`src/rtl/uart_pkg.sv`:
```
// Shared UART definitions: frame width and receiver/transmitter state encoding.
package uart_pkg;

   localparam int UART_DATA_BITS = 8;

   localparam logic [2:0] ST_IDLE    = 3'd0;
   localparam logic [2:0] ST_START   = 3'd1;
   localparam logic [2:0] ST_DATA    = 3'd2;
   localparam logic [2:0] ST_PARITY  = 3'd3;
   localparam logic [2:0] ST_STOP    = 3'd4;
   localparam logic [2:0] ST_CLEANUP = 3'd5;

   typedef enum logic [2:0] {
      IDLE    = ST_IDLE,
      START   = ST_START,
      DATA    = ST_DATA,
      PARITY  = ST_PARITY,
      STOP    = ST_STOP,
      CLEANUP = ST_CLEANUP
   } uart_state_e;

endpackage

```
`src/rtl/uart_rx_if.sv`:
```
// Serial-line side of the UART receiver. o_Parity_Err exists only with UART_RX_PARITY_EN.
interface uart_rx_if;
   import uart_pkg::*;

   logic                      i_Rx_Serial;
   logic                      o_Rx_DV;
   logic [UART_DATA_BITS-1:0] o_Rx_Byte;
   logic                      o_Rx_Active;
   logic                      o_Frame_Err;
`ifdef UART_RX_PARITY_EN
   logic                      o_Parity_Err;
`endif

   modport master (
      output i_Rx_Serial,
`ifdef UART_RX_PARITY_EN
      input  o_Parity_Err,
`endif
      input  o_Rx_DV, o_Rx_Byte, o_Rx_Active, o_Frame_Err
   );

   modport slave (
      input  i_Rx_Serial,
`ifdef UART_RX_PARITY_EN
      output o_Parity_Err,
`endif
      output o_Rx_DV, o_Rx_Byte, o_Rx_Active, o_Frame_Err
   );

endinterface

```
`src/rtl/uart_rx_sync.sv`:
```
// Two-flop synchroniser for the asynchronous serial line; resets to the idle (high) level.
module uart_rx_sync (
   input  logic clk,
   input  logic rst_n,
   input  logic d,
   output logic q
);

   logic meta;

   always_ff @(posedge clk or negedge rst_n) begin
      if (!rst_n) begin
         meta <= 1'b1;
         q    <= 1'b1;
      end else begin
         meta <= d;
         q    <= meta;
      end
   end

endmodule

```
`src/rtl/uart_rx.sv`:
```
// 8N1 UART receiver with mid-bit sampling and 1-cycle DV / framing-error strobes.
// Optional even parity bit (and o_Parity_Err) with macro UART_RX_PARITY_EN.
module uart_rx
   import uart_pkg::*;
#(
   parameter int CLKS_PER_BIT = 16
) (
   input  logic      clk,
   input  logic      rst_n,
   uart_rx_if.slave  bus
);

   localparam int MID_CNT = (CLKS_PER_BIT - 1) / 2;
   localparam int CNT_W   = $clog2(CLKS_PER_BIT) + 1;
   localparam logic [CNT_W-1:0] CNT_MID = CNT_W'(MID_CNT);
   localparam logic [CNT_W-1:0] CNT_END = CNT_W'(CLKS_PER_BIT - 1);

   logic rx_s;

   uart_rx_sync u_sync (.clk(clk), .rst_n(rst_n), .d(bus.i_Rx_Serial), .q(rx_s));

   uart_state_e               state, state_n;
   logic [CNT_W-1:0]          clk_cnt, cnt_n;
   logic [2:0]                bit_idx, idx_n;
   logic [UART_DATA_BITS-1:0] shift, shift_n, rx_byte, byte_n;
   logic                      dv, dv_n, ferr, ferr_n, active, active_n;
   // armed: line has been seen high since the last frame, so a held-low line cannot retrigger
   logic                      armed, armed_n;
`ifdef UART_RX_PARITY_EN
   logic                      par_bad, par_bad_n, perr, perr_n;
`endif

   always_ff @(posedge clk or negedge rst_n) begin
      if (!rst_n) begin
         state   <= IDLE;
         clk_cnt <= '0;
         bit_idx <= '0;
         shift   <= '0;
         rx_byte <= '0;
         dv      <= 1'b0;
         ferr    <= 1'b0;
         active  <= 1'b0;
         armed   <= 1'b0;
`ifdef UART_RX_PARITY_EN
         par_bad <= 1'b0;
         perr    <= 1'b0;
`endif
      end else begin
         state   <= state_n;
         clk_cnt <= cnt_n;
         bit_idx <= idx_n;
         shift   <= shift_n;
         rx_byte <= byte_n;
         dv      <= dv_n;
         ferr    <= ferr_n;
         active  <= active_n;
         armed   <= armed_n;
`ifdef UART_RX_PARITY_EN
         par_bad <= par_bad_n;
         perr    <= perr_n;
`endif
      end
   end

   always_comb begin
      state_n   = state;
      cnt_n     = clk_cnt;
      idx_n     = bit_idx;
      shift_n   = shift;
      byte_n    = rx_byte;
      dv_n      = 1'b0;
      ferr_n    = 1'b0;
      active_n  = active;
      armed_n   = armed;
`ifdef UART_RX_PARITY_EN
      par_bad_n = par_bad;
      perr_n    = 1'b0;
`endif
      case (state)
         IDLE: begin
            if (rx_s) begin
               armed_n = 1'b1;
            end else if (armed) begin
               state_n  = START;
               cnt_n    = '0;
               active_n = 1'b1;
            end
         end
         START: begin
            if (clk_cnt == CNT_MID) begin
               if (!rx_s) begin
                  state_n = DATA;
                  cnt_n   = '0;
                  idx_n   = '0;
               end else begin
                  state_n  = IDLE;
                  active_n = 1'b0;
               end
            end else begin
               cnt_n = clk_cnt + 1'b1;
            end
         end
         DATA: begin
            if (clk_cnt == CNT_END) begin
               shift_n[bit_idx] = rx_s;
               cnt_n            = '0;
               if (bit_idx == 3'd7) begin
`ifdef UART_RX_PARITY_EN
                  state_n = PARITY;
`else
                  state_n = STOP;
`endif
               end else begin
                  idx_n = bit_idx + 3'd1;
               end
            end else begin
               cnt_n = clk_cnt + 1'b1;
            end
         end
`ifdef UART_RX_PARITY_EN
         PARITY: begin
            if (clk_cnt == CNT_END) begin
               par_bad_n = ^{shift, rx_s};
               cnt_n     = '0;
               state_n   = STOP;
            end else begin
               cnt_n = clk_cnt + 1'b1;
            end
         end
`endif
         STOP: begin
            if (clk_cnt == CNT_END) begin
               state_n = CLEANUP;
               if (!rx_s) begin
                  ferr_n = 1'b1;
`ifdef UART_RX_PARITY_EN
               end else if (par_bad) begin
                  perr_n = 1'b1;
`endif
               end else begin
                  dv_n   = 1'b1;
                  byte_n = shift;
               end
            end else begin
               cnt_n = clk_cnt + 1'b1;
            end
         end
         CLEANUP: begin
            state_n  = IDLE;
            cnt_n    = '0;
            active_n = 1'b0;
            armed_n  = 1'b0;
         end
         default: state_n = IDLE;
      endcase
   end

   assign bus.o_Rx_DV     = dv;
   assign bus.o_Rx_Byte   = rx_byte;
   assign bus.o_Rx_Active = active;
   assign bus.o_Frame_Err = ferr;
`ifdef UART_RX_PARITY_EN
   assign bus.o_Parity_Err = perr;
`endif

endmodule

```
`src/flat_wrapper.sv`:
```
// flat-port wrapper written by rule: the top's interface ports become plain ports
module uart_rx_flat import uart_pkg::*;
#(
   parameter int CLKS_PER_BIT = 16
)
  (clk, rst_n, bus_i_Rx_Serial, bus_o_Rx_DV, bus_o_Rx_Byte, bus_o_Rx_Active, bus_o_Frame_Err);
  uart_rx_if bus_i ();
  input  logic clk;
  input  logic rst_n;
  input wire logic [$bits(bus_i.i_Rx_Serial)-1:0] bus_i_Rx_Serial;
  output wire logic [$bits(bus_i.o_Rx_DV)-1:0] bus_o_Rx_DV;
  output wire logic [$bits(bus_i.o_Rx_Byte)-1:0] bus_o_Rx_Byte;
  output wire logic [$bits(bus_i.o_Rx_Active)-1:0] bus_o_Rx_Active;
  output wire logic [$bits(bus_i.o_Frame_Err)-1:0] bus_o_Frame_Err;
  assign bus_i.i_Rx_Serial = bus_i_Rx_Serial;
  assign bus_o_Rx_DV = bus_i.o_Rx_DV;
  assign bus_o_Rx_Byte = bus_i.o_Rx_Byte;
  assign bus_o_Rx_Active = bus_i.o_Rx_Active;
  assign bus_o_Frame_Err = bus_i.o_Frame_Err;
  uart_rx #(.CLKS_PER_BIT(CLKS_PER_BIT)) u_core (.clk(clk), .rst_n(rst_n), .bus(bus_i));
endmodule
```
`config.mk`:
```
export PLATFORM = sky130hd
export DESIGN_NAME = uart_rx_flat
export DESIGN_NICKNAME = d
export VERILOG_FILES = /design/src/rtl/uart_pkg.sv /design/src/rtl/uart_rx_if.sv /design/src/rtl/uart_rx_sync.sv /design/src/rtl/uart_rx.sv /design/src/flat_wrapper.sv
export SDC_FILE = /design/constraint.sdc
export NUM_CORES = 1
export LEC_CHECK = 0
export ABC_AREA = 1
export BUFFER_PORTS_ARGS = -buffer_cell sky130_fd_sc_hd__buf_2
export CAP_MARGIN = 40
export CORE_MARGIN = 5
export CORE_UTILIZATION = 40
export CTS_BUF_LIST = sky130_fd_sc_hd__clkbuf_4 sky130_fd_sc_hd__clkbuf_8
export DETAILED_ROUTE_END_ITERATION = 6
export GPL_TIMING_DRIVEN = 0
export PLACE_DENSITY = 0.64
export SLEW_MARGIN = 20
export SYNTH_ARGS = -nofsm -noshare
export SYNTH_HDL_FRONTEND = slang
export SYNTH_HIERARCHICAL = 1
export SYNTH_SLANG_ARGS = --single-unit
```
`constraint.sdc`:
```
create_clock -name clk -period 1.7 [get_ports clk]
set_input_delay 0.085 -clock clk [delete_from_list [all_inputs] [get_ports clk]]
set_output_delay 0.085 -clock clk [all_outputs]
set_load 0.02 [all_outputs]
```
==> results of run 1 <==
[synth_stat cells]
| cell type | n | area, µm² |
|---|---|---|
| inv_1 | 24 | 90.1 |
| clkbuf_1 | 1 | 3.75 |
| nand2_2 | 10 | 62.6 |
| nand2_1 | 64 | 240 |
| buf_4 | 1 | 7.51 |
| nor2_4 | 4 | 45.0 |
| dfstp_2 | 2 | 52.6 |
| inv_2 | 9 | 33.8 |
| buf_6 | 1 | 11.3 |
| nor2_1 | 16 | 60.1 |
| o21ai_0 | 10 | 50.1 |
| dfrtp_1 | 31 | 776 |
| or2_1 | 1 | 6.26 |
| nor3_1 | 1 | 5.00 |
| nand3b_1 | 1 | 7.51 |
| nor2_2 | 4 | 25.0 |
| nand3_1 | 17 | 85.1 |
| ha_1 | 6 | 75.1 |
| nand2_4 | 2 | 22.5 |
| nand3_4 | 1 | 17.5 |
| clkinv_1 | 1 | 3.75 |
| xor2_1 | 1 | 8.76 |
| o21ai_2 | 8 | 70.1 |
[logic make-up (layout without fill, tap and decap cells)]
group / after synthesis / after routing / share of synthesized area [%]
adder cells (fa/ha/maj): 6 / 6 / 4.27
flip-flops: 33 / 33 / 47.1
XOR/XNOR: 1 / 1 / 0.498
AND/OR/NAND/NOR: 121 / 121 / 32.8
buffers and inverters: 37 / 62 / 8.53
AO/OA/AOI/OAI: 18 / 18 / 6.83
[power by group]
| group | leakage, nW | switching (mW) | total (mW) | internal [mW] |
|---|---|---|---|---|
| logic | 0.584 | 0.647 | 0.952 | 0.305 |
| clock network | 0.0681 | 0.280 | 0.862 | 0.582 |
| registers | 0.441 | 0.107 | 0.977 | 0.871 |
| total | 1.09 | 1.03 | 2.79 | 1.76 |
[flip-flops by register name (all words and copies together) (netlist names)]
signal                  flops
u_core/armed                1
u_core/bit_idx              3
u_core/bus.o_Frame_Err      1
u_core/bus.o_Rx_Active      1
u_core/bus.o_Rx_Byte        8
u_core/bus.o_Rx_DV          1
u_core/clk_cnt              5
u_core/shift                8
u_core/state                3
u_core/u_sync/meta          1
u_core/u_sync/q             1
[worst register-to-register path: stages, from the launching register on]
cell     delay, ns
dfrtp_1       0.41
ha_2          0.22
nand2_2       0.06
inv_2         0.08
nand2_2       0.06
inv_2         0.09
ha_4          0.15
inv_4         0.04
nor2_4        0.16
nand2_4       0.12
nor2_4        0.14
nand2_2       0.06
o21ai_2       0.07
[layer usage]
layer	routed length [µm]	vias up	share of wire, %	global-route usage [%]
li1	-	709	-	-
met1	1540	594	47	15.8
met2	1610	22	49	19.9
met3	131	2	4.0	3.90
met4	26	0	0.79	3.15
met5	0	-	0	0
[repair_timing]
item / CTS / global route
hold buffers: 2 / 0
resized for setup: 19 / 28
endpoints found under the hold margin: 32 / 0
endpoints found under the setup margin: 20 / 23
pin swaps: 3 / 10
buffers inserted: 0 / 2
[how the worst max path moves through the flow]
stage                            startpoint         endpoint  slack, ns  cells after the start
final                     u_core/clk_cnt[0]  u_core/shift[6]      -0.02                     12
after global routing      u_core/clk_cnt[0]  u_core/shift[6]      -0.15                     12
after CTS                 u_core/clk_cnt[0]  u_core/shift[7]      0.009                     12
after detailed placement  u_core/clk_cnt[0]  u_core/state[0]       -0.1                     12
after global placement    u_core/clk_cnt[0]  u_core/state[0]      -0.06                     12
after floorplan           u_core/clk_cnt[0]  u_core/state[1]       0.07                     12
[cell type report]
class                      instances  area [µm²]
tap                               52        65.1
fill                             403        2110
multi-input combinational        146         922
inverter                          34         130
sequential                        33         828
clock buffer                       5        68.8
buffer                             3        31.3
clock inverter                     3        65.1
timing repair buffer              17         100
[cell usage in the layout (no fill, tap or decap)]
cell	synthesis	routed
nor2_2	4	3
o21ai_0	10	4
inv_1	24	20
nand2_1	64	61
buf_2	0	13
nand3_2	0	3
dfrtp_1	31	31
nand3_4	1	1
clkbuf_1	1	1
ha_2	0	1
clkbuf_8	0	5
inv_4	0	1
nand3_1	17	14
ha_1	6	3
xor2_1	1	1
nand3b_1	1	1
clkinv_2	0	1
o21ai_1	0	5
dfstp_2	2	2
clkinv_1	1	1
bufinv_16	0	2
o21ai_2	8	9
nand2_2	10	10
buf_12	0	1
dlygate4sd3_1	0	2
nand2_4	2	5
ha_4	0	2
buf_4	1	3
nor3_1	1	1
nor2_1	16	7
inv_2	9	12
nor2_4	4	14
or2_1	1	1
[per-stage QoR]
stage                     setup slack, ns  hold WS, ns  power, mW  cells  utilization (%)
after floorplan                    0.0747       -0.211       1.65    216                -
after global placement            -0.0645        0.191       1.82    281             43.7
after detailed placement          -0.0990        0.188       1.84    281             43.7
after CTS                         0.00881        0.361       2.79    291             48.6
after global routing               -0.152        0.370       2.98    293             51.1
final                             -0.0157        0.358       2.79    293             51.1
==> results.md, run 1 <==
Floorplanning:
- The die is 76.3 µm wide.
- The die outline height is 76.3 µm.
- The number of I/O pins is 14.
- The floorplan step defined a die boundary enclosing between 5000 and 6000 µm².
- The region available for standard cell placement spans 4320 µm².
- The initial core utilization is 40.7%.
- Row generation in the floorplan step produced 24 rows.

Clocking:
- The total CTS buffers is 5.
- The clock transition at the registers of the reported paths is 0.07 ns.
- No sink is reached through more buffers than the 2 on the longest clock path.
- The root buffer cell chosen for the clock tree is clkbuf_8.
- The number of sinks handled by clock tree synthesis is 33.
- The clock tree from TritonCTS is built.
- At the later pin of the worst-skew pair, clock insertion delay measures 0.28 ns.
- The CTS H-tree depth is 2.

Drt:
- The number of DRC violations after detailed-routing iteration 0 is around 110.
- The post-detailed-route DRC marker count is 0.
- Before antenna repair, the detailed router went through 5 iterations.
- After detailed routing, the number of vias per cell comes to 4.53.
- The total number of vias is 1,327.
- The final wirelength is ~3300 µm.
- The routed wire length per instance is 11.3 µm.
- The post-detailed-route count of antenna-violating nets is 0.

Timing:
- The summed negative setup slack over all endpoints is -0.0157 ns.
- The minimum clock period after layout is 1.72 ns.
- In the post-route analysis, the smallest setup slack over all paths is -0.0157 ns.
- The final hold violation count was 0.
- The final cycle utilization of the critical path is 101%.
- Setup violations remaining at the end of the flow were counted as 1.
- The highest achievable clock rate is slightly below 0.6 GHz.
- The final number of max-transition violations was 0.
- The slew of the pin with the lowest slew margin is ~0.72 ns.
- Setup repair after global routing could not meet its margin everywhere.
- The tightest slew margin relative to the limit is 51.7%.
- The clock tree skew after final layout is 0.00424 ns.

Setup path:
- The worst path required time is 1.90 ns.
- Among the stages of the critical path, the cell type that occurs most often is nand2_2.
- In this design, the largest share of critical-path delay is due to simple AND/OR/NAND/NOR gates.
- The worst setup path is of the register to register kind.
- The cell with the largest stage delay on the worst path is dfrtp_1.
- Measured in cells, the most critical reg-to-reg path has a length of 12.
- The largest fanout on the critical path is 4.
- For the worst setup path, the data arrival time is approximately 1.9 ns.
- The worst register-to-register path begins at u_core/clk_cnt[0].
- The signal on the critical path passes through ha_2 > nand2_2 > inv_2 > nand2_2 > inv_2 > ha_4 > inv_4 > nor2_4 > nand2_4 > nor2_4 > nand2_2 > o21ai_2.
- The worst stage delay on the critical path is 0.41 ns.
- The worst setup path is launched from a register.
- The worst path buffer plus inverter count is 3.
- In this run the register-to-register setup slack is -0.02 ns.
- STA classifies the critical path endpoint as a register.
- The endpoint identified for the worst register-to-register timing path is u_core/shift[6].

Run:
- The tool flagged a number of max-cap violations equal to 0.

Run status:
- The run finished, with violations left.
- The checks that failed: negative setup slack.

Power and ir drop:
- The worst-case IR drop observed on VDD is 0.000576 V.
- In this run the power density over the cells is 1260 nW/µm².
- The total leakage power is 1.09 nW.

Logic synthesis:
- Averaged over all synthesized cells, the footprint is 8.14 µm².
- The count of different cell masters after synthesis is 23.
- The count of mapped cells out of synthesis is 216.
- The cell area that synthesis handed to floorplanning was 1760 µm².
- The share of synthesized area occupied by flip-flops and latches is 47.1%.
- The register bit count reported by yosys is 33.
- The Yosys step of the flow raised 6 warnings.
- Synthesis produced a netlist with a net count of 225.

Finish:
- The number of antenna cells inserted is 0.
- The final instance area is 2210 µm².
- For this run, the post-layout net count is 249.
- The fraction of layout instances using a drive strength above 1 is 36.5%.
- The area growth from synthesis to layout is 25.7%.

Worst hold path:
- The number of instances on the worst hold path is 0.
- The startpoint of the most critical hold path is u_core/u_sync/meta.
- The endpoint of the worst hold-timing path is u_core/u_sync/q.
- The class of the most critical hold timing path is register to register.

Global routing:
- Across every metal layer, demand over resource in global routing totals between 10% and 20%.
- The initial antenna violation count was 0.
- Entering global routing, the biggest net connects 34 pins.
- After global routing the overflow that remains totals 0.
- The first-pass GRT wire length is 5980 µm.
- The number of global-route vias before repair is 1,352.

Place:
- The total cell area at the placement stage is 1890 µm².
- Buffers placed on the I/O ports in this run total 13.
- Once detailed placement completed, the half-perimeter wirelength came to 2300 µm.
- The final weighted congestion in routability-driven placement is between 0.8 and 0.9.
Note: power is estimated with default switching activity, not from simulation.
==> run 2: changes to the inputs <==
--- a/config.mk
+++ b/config.mk
@@ -17,5 +17,5 @@
 export SLEW_MARGIN = 20
 export SYNTH_ARGS = -nofsm -noshare
 export SYNTH_HDL_FRONTEND = slang
-export SYNTH_HIERARCHICAL = 1
 export SYNTH_SLANG_ARGS = --single-unit
+export TNS_END_PERCENT = 50
==> results.md, run 2 <==
Global routing:
- The pin count of the biggest net entering global routing is 34.
- The met1 global-route usage is roughly an eighth.
- The leftover overflow at the end of global routing is 0.
- The first-pass GRT wire length is 5840 µm.
- The initial antenna violation count is 0.
- In this run the most used layer during global routing was met2.
- The routing usage on met2 is 20.8%.
- The global-route usage over all layers is 12.0%.
- The met3 demand-to-capacity share in global routing is under 10%.
- The number of global-route vias before repair was between 1,000 and 1,500.

Logic synthesis:
- The synthesized netlist contains 27 unique library cells.
- The net count after synthesis is roughly 220.
- During synthesis, Yosys emitted a total of 0 warnings.
- dfrtp_1 takes more of the synthesized area than any other cell.
- The commonest cells after synthesis are nand2_1 (66), dfrtp_1 (31), inv_1 (24).
- For this run, the leading register cell type out of synthesis is dfrtp_1.
- The share of the synthesized area in the top cell type is between 40% and 50%.
- After synthesis, the share of flip-flops with an asynchronous set or reset is 100%.
- Among all cell types in the netlist, the one instantiated most often is nand2_1.
- The register bit count reported by yosys is 33.
- Sequential cells were found to cover 46.0% of the synthesized design area.
- Yosys mapped a number of flops with a built-in enable equal to 0.
- Yosys attributes the largest share of cell area to dfrtp_1 (43%), nand2_1 (14%), inv_1 (5.0%), ha_1 (4.2%), o21ai_2 (3.9%).
- After synthesis the cells add up to 1800 µm².
- The mean instance size in the synthesized netlist is 8.46 µm².
- The cell count after synthesis came out at 213.

Setup path:
- The worst reg2reg path depth is 10.
- STA classifies the critical path endpoint as a register.
- The most critical setup path has its startpoint at u_core.clk_cnt[1].
- The critical path is of the register to register type.
- The endpoint of the lowest-slack register-to-register path is u_core.state[0].
- The endpoint arrival time on the critical path is about 1.8 ns.
- The worst path required time is between 1.5 and 2 ns.
- The largest fanout on the critical path is 3.
- The worst setup path is launched from a register.
- The startpoint of the worst-slack reg-to-reg timing path is u_core.clk_cnt[1].
- The most critical setup path has its endpoint at u_core.state[0].
- The register-to-register path setup slack is 0.1 ns.

Timing:
- The tightest slew margin relative to the limit is 51.5%.
- The final number of max-transition violations was 0.
- At the pin with the least slew margin, the transition time is approximately 0.73 ns.
- The minimum clock period after layout is roughly 1.6 ns.
- The final hold violation count was 0.
- The worst path uses 94.3% of the clock period.
- The highest achievable clock rate is 0.624 GHz.
- Between clock sinks in the finished design, the worst skew comes to 0.00452 ns.
- The total setup violations reported at the end of the flow is 0.

Drt:
- The post-detailed-route DRC marker count is 0.
- After detailed routing, the number of vias per cell comes to between 4 and 5.
- In the final routed layout, each cell accounts on average for approximately 11 µm.
- The pre-antenna-repair detailed-routing pass consisted of 4 iterations.
- The final wirelength is around 3300 µm.
- In this run, the number of DRC markers left after iteration 0 of detailed routing was 64.
- The post-detailed-route count of antenna-violating nets is 0.
- The total number of vias is 1,376.

Finish:
- The number of antenna cells inserted is 0.
- The number of standard cells in the final layout excluding fillers is around 300.
- In the layout the commonest cells are nand2_1 (63), dfrtp_1 (30), inv_1 (24).
- The final instance area is 2180 µm².
- The layout-stage area growth over the synthesis result is 21.0%.
- For this run, the post-layout net count is 251.
- The final standard cell utilization of the core is roughly 50%.
- The most common cell after layout, fill and taps aside is nand2_1.
- The post-route netlist has 32.9% of its cells at a drive strength greater than 1.

Floorplanning:
- The overall die width is 77.1 µm.
- The number of placement rows is 24.
- In this run the count of I/O pins placed on the die edge is 14.
- The total area inside the core boundary comes to 4350 µm².
- From bottom edge to top edge, the die measures 77.1 µm.
- The overall die area is 5950 µm².
- For this configuration, the core starts out at a cell density of 41.4%.

Clocking:
- The cell sitting at the root of the clock tree is a clkbuf_8.
- The clock latency at the later pin of the worst-skew pair is 0.28 ns.
- The number of sinks handled by clock tree synthesis is 33.
- Buffers inserted during clock tree synthesis total 5.
- The CTS H-tree depth is 2.
- After clock tree synthesis, the clock-pin slew on the worst setup and hold paths is 0.07 ns.
- The number of buffers between clock root and the deepest sink is 2.
- TritonCTS built the clock tree.

Power and ir drop:
- Internal power comes to ~1.7 mW.
- The analysis attributes to net switching a power of 1.08 mW.
- In this run switching power makes up 38.4% of total power.
- The share of total power dissipated in combinational logic is 37.4%.
- Per report_power, the sequential group accounts for 35.3% of the total.
- The post-route total power is 2.83 mW.
- For this design the ratio of total power to cell area is 1300 nW/µm².
- The clock network fraction of design power is 27.2%.
- VDD sags by at most 0.000921 V.
- Summed over all cells, the static leakage comes to 1.10 nW.

Place:
- Once placement completed, the tool counted placed cells totaling 278.
- The count of port buffers added during placement is 13.
- The final weighted congestion in routability-driven placement is 0.787.
- The total cell area at the placement stage is 1930 µm².
- Detailed placement finished with a half-perimeter wire length of 2350 µm.

Run:
- The max-capacitance violation count is 0.

Worst hold path:
- The class of the most critical hold timing path is register to register.

Run status:
- The flow ran to the end, and the final reports show no timing, DRC or antenna violations.
[run 2: changes by cell type after synthesis, moves of 3 or more]
cell | previous run | this run
inv_2 | 9 | 3
nand2_2 | 10 | 7
nor2_2 | 4 | 1
nand3_2 | 0 | 3
nand3_1 | 17 | 12
o21ai_1 | 0 | 6
a21oi_1 | 0 | 3
[run 2: cell families (layout without fill, tap and decap cells)]
kind of cell               Yosys count  count (layout)  synth area share [%]
and+or+nand+nor                    117             117                  33.5
DFF                                 33              33                  46.0
buffers and inverters               30              60                  7.01
AOI/OAI and AO/OA                   26              26                  8.89
adders and majority gates            6               6                  4.17
xor gates and xnor gates             1               1                 0.486
[run 2: final cells by class]
cell class,count,area (µm²)
fill,415,2170
multi-input combinational,150,902
sequential,33,830
timing repair buffer,22,138
inverter,28,108
clock buffer,7,90.1
tap,52,65.1
clock inverter,1,30.0
buffer,2,18.8
[run 2: power by group through the flow]
stage	Clock [mW]	Combinational [mW]	Sequential, mW
2_1_floorplan	0	0.803	0.998
3_3_place_gp	0	0.985	1.00
3_5_place_dp	0	0.998	1.01
4_1_cts	0.795	1.04	0.981
5_1_grt	0.824	1.19	1.01
6_report	0.770	1.06	0.998
[run 2: worst min-delay path by stage]
stage / endpoint / slack (ns) / cells after the start / start
2_1_floorplan: u_core.armed / -0.21 / 0 / rst_n
3_3_place_gp: u_core.bus.o_Rx_Byte[6] / 0.19 / 1 / rst_n
3_5_place_dp: u_core.bus.o_Rx_Byte[6] / 0.19 / 1 / rst_n
4_1_cts: u_core.u_sync.q / 0.35 / 0 / u_core.u_sync.meta
5_1_grt: u_core.u_sync.q / 0.35 / 0 / u_core.u_sync.meta
6_report: u_core.u_sync.q / 0.35 / 0 / u_core.u_sync.meta
[run 2: per-stage QoR]
stage | TNS (ns) | hold slack, ns | worst slack (ns)
2_1_floorplan | 0 | -0.211 | 0.0209
3_3_place_gp | -1.71 | 0.190 | -0.180
3_5_place_dp | -2.57 | 0.192 | -0.224
4_1_cts | 0 | 0.354 | 0.00329
5_1_grt | -0.00933 | 0.353 | -0.00373
6_report | 0 | 0.350 | 0.0970
[run 2: critical path: stages (launching register included)]
cell and delay, ns:
dfrtp_1 0.40, ha_4 0.18, nand2_4 0.06, nor2_4 0.11
ha_2 0.19, inv_1 0.08, nand3_1 0.14, nand3_2 0.12
nor2_4 0.14, nand2_1 0.06, nand2_1 0.06
[run 2: per-layer routing]
| metal | wire (µm) | vias to the layer above |
|---|---|---|
| met4 | 41 | 0 |
| li1 | - | 724 |
| met5 | 0 | - |
| met3 | 176 | 6 |
| met2 | 1560 | 21 |
| met1 | 1480 | 625 |
[run 2: timing repair]
item / 4_1_cts / 5_1_grt
endpoints found under the setup margin: 24 / 25
hold buffers: 2 / 0
setup buffers: 6 / 1
pin swaps: 2 / 4
gates resized for setup: 4 / 13
endpoints found under the hold margin: 32 / 0
==> run 3: changes to the inputs <==
--- a/config.mk
+++ b/config.mk
@@ -6,7 +6,7 @@
 export NUM_CORES = 1
 export LEC_CHECK = 0
 export ABC_AREA = 1
-export BUFFER_PORTS_ARGS = -buffer_cell sky130_fd_sc_hd__buf_2
+export BUFFER_PORTS_ARGS = -buffer_cell sky130_fd_sc_hd__buf_4
 export CAP_MARGIN = 40
 export CORE_MARGIN = 5
 export CORE_UTILIZATION = 40
@@ -14,7 +14,6 @@
 export DETAILED_ROUTE_END_ITERATION = 6
 export GPL_TIMING_DRIVEN = 0
 export PLACE_DENSITY = 0.64
-export SLEW_MARGIN = 20
 export SYNTH_ARGS = -nofsm -noshare
 export SYNTH_HDL_FRONTEND = slang
 export SYNTH_SLANG_ARGS = --single-unit
==> results.md, run 3 (synthesis results as in run 2) <==
Run status:
- The run finished with clean final reports.

Power and ir drop:
- The post-route total power is ~2.6 mW.
- VDD sags by at most 0.00119 V.
- The total leakage power is 1.07 nW.
- Power spread over the standard cell area amounts to 1200 nW/µm².

Place:
- The number of instances in the placed design is approximately 280.
- The total cell area at the placement stage is 1960 µm².
- The placement-stage worst setup slack is -0.239 ns.
- The count of port buffers added during placement is 13.
- Routability-driven placement finished with a final weighted congestion of 0.797.
- Summed over all nets, the half-perimeter wirelength after detailed placement is between 2000 and 2500 µm.

Timing:
- The highest achievable clock rate is between 0.6 and 0.7 GHz.
- The final number of max-transition violations is 0.
- The clock tree skew after final layout is approximately 0.0066 ns.
- The minimum clock period after layout is approximately 1.6 ns.
- The slew of the pin with the lowest slew margin is 0.412 ns.
- The total setup violations reported at the end of the flow is 0.
- The worst path meets setup with 0.107 ns of slack.
- Measured against its own limit, the worst slew margin works out to 72.5%.
- The final cycle utilization of the critical path is 93.7%.
- The hold slack is 0.279 ns.
- For the final routed database, the setup TNS stands at 0 ns.
- The final hold violation count was 0.

Floorplanning:
- The overall die width is 77.1 µm.
- The initial core utilization is 41.4%.
- For this design the top-level I/O count stands at 14.
- The core region is 4350 µm².
- The die covers between 5000 and 6000 µm².
- From bottom edge to top edge, the die measures 77.1 µm.
- The number of placement rows is 24.

Finish:
- After the flow finishes, the layout carries non-filler instances totaling 294.
- The layout-stage area growth over the synthesis result is 21.2%.
- The final instance area is between 2000 and 2500 µm².
- The fraction of layout instances using a drive strength above 1 is around 32%.
- The most common cell after layout, fill and taps aside is nand2_1.
- The top cell types in the final layout, fill and taps aside, are nand2_1 (63), dfrtp_1 (31), inv_1 (23).
- The filler cells instantiated in the layout total 397.
- Once layout is complete, the utilization of the core stands at 50.1%.
- The number of antenna cells inserted is 0.
- The total number of nets in the final design is 250.

Global routing:
- In the global route stage, overall resource usage came out at 12.1%.
- The initial antenna violation count is 0.
- The first-pass GRT wire length is 5850 µm.
- The pin count of the biggest net entering global routing is 34.
- The number of global-route vias before repair is between 1,000 and 1,500.
- After global routing the overflow that remains totals 0.

Drt:
- The post-detailed-route DRC marker count is 0.
- The total number of vias is 1,350.
- The routed design has 3270 µm of wire.
- In this run, the number of DRC markers left after iteration 0 of detailed routing was 34.
- The routed wire length per instance is ~11 µm.
- The number of detailed-route iterations in the first pass is 4.
- The post-detailed-route count of antenna-violating nets is 0.
- The average vias per placed instance is 4.59.

Clocking:
- The H-tree generated during clock tree synthesis spans 2 levels.
- The clock root buffer is clkbuf_8.
- The clock passes through at most 2 buffers.
- The clock tree from TritonCTS is built.
- The clock transition at the registers of the reported paths is 0.07 ns.
- The clock latency at the later pin of the worst-skew pair is 0.29 ns.
- The clock drives 33 sinks.
- The total CTS buffers is 5.

Setup path:
- The worst path required time is approximately 1.9 ns.
- Data on the critical path arrives at its endpoint at 1.80 ns.
- The largest fanout on the critical path is 4.
- STA classifies the critical path startpoint as a register.
- The endpoint class of the critical path is a register.
- The worst setup path is of the register to register kind.

Run:
- The max-capacitance violation count is 0.

Worst hold path:
- The min-delay analysis places its worst path in the category input pin to async pin.
-- run 3: cell count changes in the layout (fill, tap and decap cells not counted), sizes merged --
cell / previous run / this run
bufinv: 1 / 0
buf: 22 / 21
clkbuf: 7 / 6
clkinv: 0 / 2
-- run 3: where the power goes --
group / switching, mW / internal, mW / total, mW
Sequential: 0.119 / 0.874 / 0.993
Clock: 0.283 / 0.299 / 0.582
Combinational: 0.675 / 0.375 / 1.05
Total: 1.08 / 1.55 / 2.62
-- run 3: cell type report --
class	count	area (µm²)	share of cell area [%]
buffer	2	18.8	0.860
clock buffer	6	76.3	3.50
clock inverter	2	10.0	0.458
inverter	28	108	4.93
multi-input combinational	150	915	41.9
sequential	33	828	37.9
tap	52	65.1	2.98
timing repair buffer	21	163	7.45
-- run 3: layer usage --
metal  wire, µm  GRT usage [%]
met1       1560           13.8
met2       1500           20.8
met3        152           3.86
met4         53           4.64
met5          0              0
-- run 3: worst paths after layout --
path | slack, ns | cells after the start | start | end
max | 0.11 | 10 | u_core.clk_cnt[1] | u_core.shift[5]
min reg2reg | 0.35 | 0 | u_core.u_sync.meta | u_core.u_sync.q
min in group clk | 0.35 | 0 | u_core.u_sync.meta | u_core.u_sync.q
max in group asynchronous | 1.09 | 2 | rst_n | u_core.u_sync.meta
max reg2reg | 0.11 | 10 | u_core.clk_cnt[1] | u_core.shift[5]
min | 0.28 | 2 | rst_n | u_core.bit_idx[2]
-- run 3: repair_timing --
action,CTS,global route
gates resized for setup,3,15
hold buffers,2,0
setup endpoints to repair,24,24
hold endpoints to repair,32,0
buffers inserted,4,2
pin swaps,2,6
-- run 3: critical path: stages (launching register included) --
cell and delay [ns]:
dfrtp_1 0.40, ha_4 0.16, nand2_2 0.07, nor2_4 0.14, ha_4 0.15, inv_2 0.05, nor2_4 0.15, nand2_2 0.10
nor2_1 0.14, nand2_1 0.07, o21ai_0 0.07
